### config.mk
export PLATFORM = sky130hd
export DESIGN_NAME = ps2_host_tx_flat
export DESIGN_NICKNAME = d
export VERILOG_FILES = /design/src/rtl/ps2_host_tx_if.sv /design/src/rtl/ps2_host_tx.sv /design/src/flat_wrapper.sv
export SDC_FILE = /design/constraint.sdc
export NUM_CORES = 1
export LEC_CHECK = 0
export CORE_ASPECT_RATIO = 2
export CORE_MARGIN = 3
export CORE_UTILIZATION = 48
export DETAILED_ROUTE_END_ITERATION = 7
export PLACE_DENSITY_LB_ADDON = 0.1
export SKIP_CTS_REPAIR_TIMING = 1
export SYNTH_ARGS = -nofsm -noshare
export SYNTH_HDL_FRONTEND = slang
export SYNTH_SLANG_ARGS = --single-unit
export TNS_END_PERCENT = 50
### constraint.sdc
create_clock -name clk -period 3.7 [get_ports clk]
set_clock_uncertainty 0.05 [all_clocks]
set_input_delay 0.74 -clock clk [delete_from_list [all_inputs] [get_ports clk]]
set_output_delay 0.74 -clock clk [all_outputs]
set_load 0.1 [all_outputs]
### src/rtl/ps2_host_tx_if.sv
// Command-side handshake between the command sequencer and the PS/2 host
// transmitter: one byte request in, ready/busy status and done/err pulses out.
interface ps2_host_tx_if;
  logic [7:0] tx_data;
  logic       tx_start;
  logic       tx_ready;
  logic       busy;
  logic       done;
  logic       err;

  // Sequencer side: issues requests, watches status.
  modport master (
    output tx_data, tx_start,
    input  tx_ready, busy, done, err
  );

  // Transmitter side: accepts requests, reports status.
  modport slave (
    input  tx_data, tx_start,
    output tx_ready, busy, done, err
  );
endinterface

### src/rtl/ps2_host_tx.sv
// Host-to-device PS/2 transmitter. Inhibits the bus, issues a request-to-send,
// then shifts one byte (LSB first, odd parity, stop) out on the device-generated
// clock and checks the device ACK. PS/2 lines are open-drain: the outputs are
// pull-low enables. busy lets the top level blank the shared receiver.
module ps2_host_tx #(
  parameter int unsigned INHIBIT_CYCLES   = 12000,
  parameter int unsigned START_TMO_CYCLES = 1500000,
  parameter int unsigned BIT_TMO_CYCLES   = 200000,
  parameter int unsigned FILTER_CYCLES    = 4
) (
  input  logic          clk,
  input  logic          rst,          // asynchronous, active-low
  ps2_host_tx_if.slave  host,
  input  logic          ps2_clk_i,
  input  logic          ps2_data_i,
  output logic          ps2_clk_oe,
  output logic          ps2_data_oe
);

  localparam int unsigned FW = $clog2(FILTER_CYCLES + 1);
  localparam logic [FW-1:0] FLT_LAST   = FW'(FILTER_CYCLES - 1);
  localparam logic [31:0]   INH_LAST   = 32'(INHIBIT_CYCLES - 1);
  localparam logic [31:0]   START_LAST = 32'(START_TMO_CYCLES - 1);
  localparam logic [31:0]   BIT_LAST   = 32'(BIT_TMO_CYCLES - 1);

  typedef enum logic [3:0] {
    S_IDLE, S_INHIBIT, S_REQ, S_WAIT1, S_SHIFT, S_ACK, S_WAIT_IDLE, S_DONE, S_ERR
  } state_t;

  state_t state_q, state_d;

  // Index 0 = PS2Clk, index 1 = PS2Data.
  logic [1:0]    sync1_q, sync2_q, filt_q;
  logic [FW-1:0] flt_cnt_q [2];
  logic          clk_prev_q;
  logic          fall;

  logic [31:0]   timer_q;
  logic [3:0]    bit_cnt_q;
  logic [9:0]    frame_q;     // {stop, parity, data[7:0]}, shifted out from bit 0
  logic          data_drv_q;  // pull-low request for the bit currently on the wire

  // Synchronize both lines, then accept a new level only after it has been
  // stable for FILTER_CYCLES clocks; idle bus level is high.
  always_ff @(posedge clk or negedge rst) begin
    if (!rst) begin
      sync1_q    <= '1;
      sync2_q    <= '1;
      filt_q     <= '1;
      clk_prev_q <= 1'b1;
      for (int i = 0; i < 2; i++) flt_cnt_q[i] <= '0;
    end else begin
      // NOTE: non-blocking assignments keep every flop sampling the pre-edge
      // value, so the two synchronizer stages really are two stages.
      sync1_q    <= {ps2_data_i, ps2_clk_i};
      sync2_q    <= sync1_q;
      clk_prev_q <= filt_q[0];
      for (int i = 0; i < 2; i++) begin
        if (sync2_q[i] == filt_q[i]) begin
          flt_cnt_q[i] <= '0;
        end else if (flt_cnt_q[i] == FLT_LAST) begin
          filt_q[i]    <= sync2_q[i];
          flt_cnt_q[i] <= '0;
        end else begin
          flt_cnt_q[i] <= flt_cnt_q[i] + 1'b1;
        end
      end
    end
  end

  assign fall = clk_prev_q & ~filt_q[0];

  // State register.
  always_ff @(posedge clk or negedge rst) begin
    if (!rst) state_q <= S_IDLE;
    else      state_q <= state_d;
  end

  // Next-state and Moore outputs.
  always_comb begin
    // NOTE: every output and state_d gets a default first so no path through
    // the case statement can leave a latch behind.
    state_d       = state_q;
    host.tx_ready = 1'b0;
    host.busy     = 1'b1;
    host.done     = 1'b0;
    host.err      = 1'b0;
    ps2_clk_oe    = 1'b0;
    ps2_data_oe   = 1'b0;
    case (state_q)
      S_IDLE: begin
        host.tx_ready = 1'b1;
        host.busy     = 1'b0;
        if (host.tx_start) state_d = S_INHIBIT;
      end
      S_INHIBIT: begin
        ps2_clk_oe = 1'b1;
        if (timer_q >= INH_LAST) state_d = S_REQ;
      end
      S_REQ: begin
        ps2_clk_oe  = 1'b1;
        ps2_data_oe = 1'b1;
        state_d     = S_WAIT1;
      end
      S_WAIT1: begin
        ps2_data_oe = 1'b1;
        if (fall)                       state_d = S_SHIFT;
        else if (timer_q >= START_LAST) state_d = S_ERR;
      end
      S_SHIFT: begin
        ps2_data_oe = data_drv_q;
        if (fall) begin
          if (bit_cnt_q == 4'd9) state_d = S_ACK;
        end else if (timer_q >= BIT_LAST) begin
          state_d = S_ERR;
        end
      end
      S_ACK: begin
        if (fall)                     state_d = filt_q[1] ? S_ERR : S_WAIT_IDLE;
        else if (timer_q >= BIT_LAST) state_d = S_ERR;
      end
      S_WAIT_IDLE: begin
        if (filt_q == 2'b11)          state_d = S_DONE;
        else if (timer_q >= BIT_LAST) state_d = S_ERR;
      end
      S_DONE: begin
        host.done = 1'b1;
        state_d   = S_IDLE;
      end
      S_ERR: begin
        host.err = 1'b1;
        state_d  = S_IDLE;
      end
      default: state_d = S_IDLE;
    endcase
  end

  // Phase timer, byte latch and bit shifter. The timer restarts on every
  // state change and, once the device is clocking, on every falling edge;
  // falls during INHIBIT/REQ are our own and must not disturb it.
  always_ff @(posedge clk or negedge rst) begin
    if (!rst) begin
      timer_q    <= '0;
      bit_cnt_q  <= '0;
      frame_q    <= '0;
      data_drv_q <= 1'b0;
    end else begin
      if ((state_d != state_q) ||
          (fall && (state_q inside {S_SHIFT, S_ACK, S_WAIT_IDLE}))) begin
        timer_q <= '0;
      end else if (timer_q != '1) begin
        timer_q <= timer_q + 1'b1;
      end

      if (state_q == S_IDLE && host.tx_start) begin
        frame_q   <= {1'b1, ~^host.tx_data, host.tx_data};
        bit_cnt_q <= '0;
      end else if (fall && (state_q == S_WAIT1 || state_q == S_SHIFT)) begin
        data_drv_q <= ~frame_q[0];
        frame_q    <= {1'b1, frame_q[9:1]};
        bit_cnt_q  <= bit_cnt_q + 1'b1;
      end
    end
  end

endmodule
### src/flat_wrapper.sv
// flat-port wrapper written by rule: the top's interface ports become plain ports
module ps2_host_tx_flat 
#(
  parameter int unsigned INHIBIT_CYCLES   = 12000,
  parameter int unsigned START_TMO_CYCLES = 1500000,
  parameter int unsigned BIT_TMO_CYCLES   = 200000,
  parameter int unsigned FILTER_CYCLES    = 4
)
  (clk, rst, ps2_clk_i, ps2_data_i, ps2_clk_oe, ps2_data_oe, host_tx_data, host_tx_start, host_tx_ready, host_busy, host_done, host_err);
  ps2_host_tx_if host_i ();
  input  logic clk;
  input  logic rst;
  input  logic ps2_clk_i;
  input  logic ps2_data_i;
  output logic ps2_clk_oe;
  output logic ps2_data_oe;
  input wire logic [$bits(host_i.tx_data)-1:0] host_tx_data;
  input wire logic [$bits(host_i.tx_start)-1:0] host_tx_start;
  output wire logic [$bits(host_i.tx_ready)-1:0] host_tx_ready;
  output wire logic [$bits(host_i.busy)-1:0] host_busy;
  output wire logic [$bits(host_i.done)-1:0] host_done;
  output wire logic [$bits(host_i.err)-1:0] host_err;
  assign host_i.tx_data = host_tx_data;
  assign host_i.tx_start = host_tx_start;
  assign host_tx_ready = host_i.tx_ready;
  assign host_busy = host_i.busy;
  assign host_done = host_i.done;
  assign host_err = host_i.err;
  ps2_host_tx #(.INHIBIT_CYCLES(INHIBIT_CYCLES), .START_TMO_CYCLES(START_TMO_CYCLES), .BIT_TMO_CYCLES(BIT_TMO_CYCLES), .FILTER_CYCLES(FILTER_CYCLES)) u_core (.clk(clk), .rst(rst), .host(host_i), .ps2_clk_i(ps2_clk_i), .ps2_data_i(ps2_data_i), .ps2_clk_oe(ps2_clk_oe), .ps2_data_oe(ps2_data_oe));
endmodule
==> summary.md <==
| Metric | Value |
|---|---|
| Inserted Diodes | `0` |
| Placed Instances | `478` |
| Commonest non-fill, non-tap cell in the layout | `dfrtp_1` |
| Worst Setup SP | `u_core.timer_q[0]$_DFFE_PN0P_` |
| Post-route DRC | `0` |
| Hpwl dp | `5.57 mm` |
| Reg-to-Reg End | `u_core.timer_q[4]$_DFFE_PN0P_` |
| Seq cells post-synth | `64` |
| Net count after synthesis | `404` |
| Detailed Routing Iterations Pass 1 | `4` |
| CTS clock-pin slew for the worst setup and hold paths | `0.06 ns` |
| Area post-placement | `0.00403 mm²` |
| IO Port Bufs | `18` |
| Tmin final | `2.98 ns` |
| Top post-synthesis cells by area | `dfrtp_1 37%, a211oi_2 9.5%, xnor2_1 6.7%, dfstp_2 4.8%, nand2_1 3.7%` |
| Fin. Hold Viols | `0` |
| Hold/Removal Path Class | `reg2reg` |
| Worst skew pair latency | `0.33 ns` |
| Cell Count, Final, Fillers Out | `494` |
| Boundary Pins | `19` |
| Sw power | `0.439 mW` |
| Antenna violations before repair | `0` |
| Number of CTS-inserted buffers | `9` |
| Final ANT Viol Nets | `0` |
| Initial DRC count | `198` |
| Largest family of logic cells by synthesized area | `simple AND/OR/NAND/NOR gates` |
| Sw Ratio | `22.8%` |
| RePlAce Congestion | `0.879` |
| Dominant synthesized flop cell | `dfrtp_1` |
| Async S/R FF share, synth | `100%` |
| Critical Path RT | `3.83 ns` |
| Total Die Area | `0.00912 mm²` |
| Comb power frac | `8.0%` |
| Vias per cell | `5.90` |
| First-pass GRT wire length | `14.2 mm` |
| Unrepaired setup endpoints after global routing | `false` |
| Worst Hold Depth | `0` |
| Vias in the first global route | `2931` |
| Arrival time worst endpoint | `3.12 ns` |
| Simple-Gate Fraction of Synth Area | `22.5%` |
| Chip height | `132 µm` |
| Type of origin of the critical path | `register` |
| WL final | `8.27 mm` |
| Final WS setup | `0.716 ns` |
| Worst slew margin | `58.4%` |
| Largest net degree at the start of global routing | `41` |
| Layout cells sized above 1 | `19.5%` |
| Post-Synth Adder-Cell Area | `1.64%` |
| Root Buffer | `clkbuf_16` |
| Avg Cell Area, Syn | `9.89 µm²` |
| Aggregate global-route resource usage | `19.3%` |
| Reg-to-reg critical path startpoint | `u_core.timer_q[0]$_DFFE_PN0P_` |
| Area Growth Syn to Fin | `14.6%` |
| Synth unique cells | `57` |
| Min-delay src | `u_core.sync1_q[1]$_DFF_PN1_` |
| CTS Buffer Depth | `2` |
| R2r setup slk | `0.72 ns` |
| Total power | `1.93 mW` |
| Post-synth EDFFs | `0` |
| Total grt overflow | `0` |
| H-tree depth | `3` |
| Most frequent cells in the layout | `57 x dfrtp_1, 38 x nand2_1, 29 x xnor2_1, 29 x a211oi_2, 23 x nor2_1` |
| Dpl ws | `0.694 ns` |
| Worst ir drop on vdd | `0.301 mV` |
| Max Slew Vio Count | `0` |
| Post-Syn Area | `0.00382 mm²` |
| Fin Hold WS | `0.308 ns` |
| Clock power share | `50.7%` |
| Max-cap viol count | `0` |
| Max Freq | `335 MHz` |
| Share of the synthesized area in the top cell type | `37.4%` |
| Synthesized instance count | `386` |
| Row count | `45` |
| Routed WL per cell | `16.7 µm` |
| Critical Path Fanout Max | `32` |
| Design Area, Final | `0.00438 mm²` |
| Status | `complete, no violations` |
| Worst r2r path cells | `8` |
| Final setup fails | `0` |
| Seq pwr share | `41.3%` |
| Core area | `0.00766 mm²` |
| CP endpoint kind | `register` |
| Synth warnings | `0` |
| Compound-Gate Fraction of Synth Area | `18.6%` |
| Crit Path Category | `reg2reg` |
| PD cells | `441 mW/mm²` |
| Die width | `69.1 µm` |
| CTS tree | `done` |
| Internal power | `1.49 mW` |
| Tcrit/Tclk final | `80.7%` |
| Post-synth top area cell | `dfrtp_1` |
| Synth Area in XOR/XNOR | `9.64%` |
| Final net count | `413` |
| Via Count | `2914` |
| Total clock sinks | `64` |
| Starting Density | `49.9%` |
| Seq/Total Area, Yosys | `42.2%` |
| Mux contribution to synthesized area | `0.852%` |
| Leakage | `1.76 nW` |
| Slew at the pin closest to its max-slew limit | `0.608 ns` |
| End of the critical path | `u_core.timer_q[4]$_DFFE_PN0P_` |
power groups by stage:
stage	registers (mW)	logic [mW]	clock network, mW
3_5_place_dp	0.811	0.157	0
2_1_floorplan	0.798	0.106	0
3_3_place_gp	0.808	0.153	0
6_report	0.797	0.154	0.979
4_1_cts	0.798	0.158	1.00
5_1_grt	0.803	0.176	1.03
sequential cells by signal, summed over array words and instances (netlist names):
| signal | count |
|---|---|
| u_core.state_q | 4 |
| u_core.bit_cnt_q | 4 |
| u_core.frame_q | 10 |
| u_core.flt_cnt_q | 6 |
| u_core.sync2_q | 2 |
| u_core.data_drv_q | 1 |
| u_core.sync1_q | 2 |
| u_core.filt_q | 2 |
| u_core.clk_prev_q | 1 |
| u_core.timer_q | 32 |
synth_stat cells, drive strengths merged, types with 3 or more instances:
| cell type | number |
|---|---|
| dfrtp | 57 |
| nand2 | 38 |
| a211oi | 33 |
| xnor2 | 29 |
| nor2 | 23 |
| nand3 | 22 |
| buf | 15 |
| nand4 | 13 |
| xor2 | 13 |
| clkbuf | 11 |
| nor3 | 11 |
| and3 | 10 |
| a22oi | 9 |
| nor2b | 9 |
| a21oi | 7 |
| dfstp | 7 |
| inv | 7 |
| nor4 | 7 |
| o21ai | 6 |
| and4 | 5 |
| ha | 5 |
| or3 | 5 |
| nor3b | 4 |
| a31oi | 3 |
| nand2b | 3 |
| or2 | 3 |
kinds of logic (layout without fill, tap and decap cells):
group,count (synthesis),count (layout)
adders and majority gates,5,5
AOI/OAI and AO/OA,76,76
xor gates and xnor gates,42,42
muxes,3,3
DFF,64,64
buffers and inverters,33,47
and+or+nand+nor,163,163
layer usage:
layer	part of all wire, %	GRT usage [%]
met1	43	23.0
met3	1.6	2.60
met2	52	32.3
met4	3.3	12.2
met5	0	0
final cells by class:
cell class	instances	area, µm²
Tap cell	94	118
Timing Repair Buffer	24	205
Inverter	7	26.3
Sequential cell	64	1610
Clock inverter	7	120
Clock buffer	9	225
Fill cell	713	3280
Multi-Input combinational cell	289	2070
worst max-delay path: stages (launching register included):
cell      delay (ns)
dfrtp_1         0.40
ha_1            0.26
and3_1          0.24
a311oi_1        0.42
o22ai_2         0.17
o41ai_2         0.49
or3_1           0.17
buf_4           0.43
a211oi_1        0.16
through the flow:
stage	TNS, ns	utilization (%)
after floorplan	-0.902	-
after global placement	0	52.6
after detailed placement	0	52.6
after CTS	0	57.1
after global routing	0	57.1
final	0	57.1
worst min path at each step:
stage	slack [ns]	end
2_1_floorplan	0.30	u_core.sync2_q[0]$_DFF_PN1_
3_3_place_gp	0.30	u_core.sync2_q[0]$_DFF_PN1_
3_5_place_dp	0.30	u_core.sync2_q[1]$_DFF_PN1_
4_1_cts	0.31	u_core.sync2_q[1]$_DFF_PN1_
5_1_grt	0.31	u_core.sync2_q[1]$_DFF_PN1_
6_report	0.31	u_core.sync2_q[1]$_DFF_PN1_
Power figures use the tool's default switching activity.
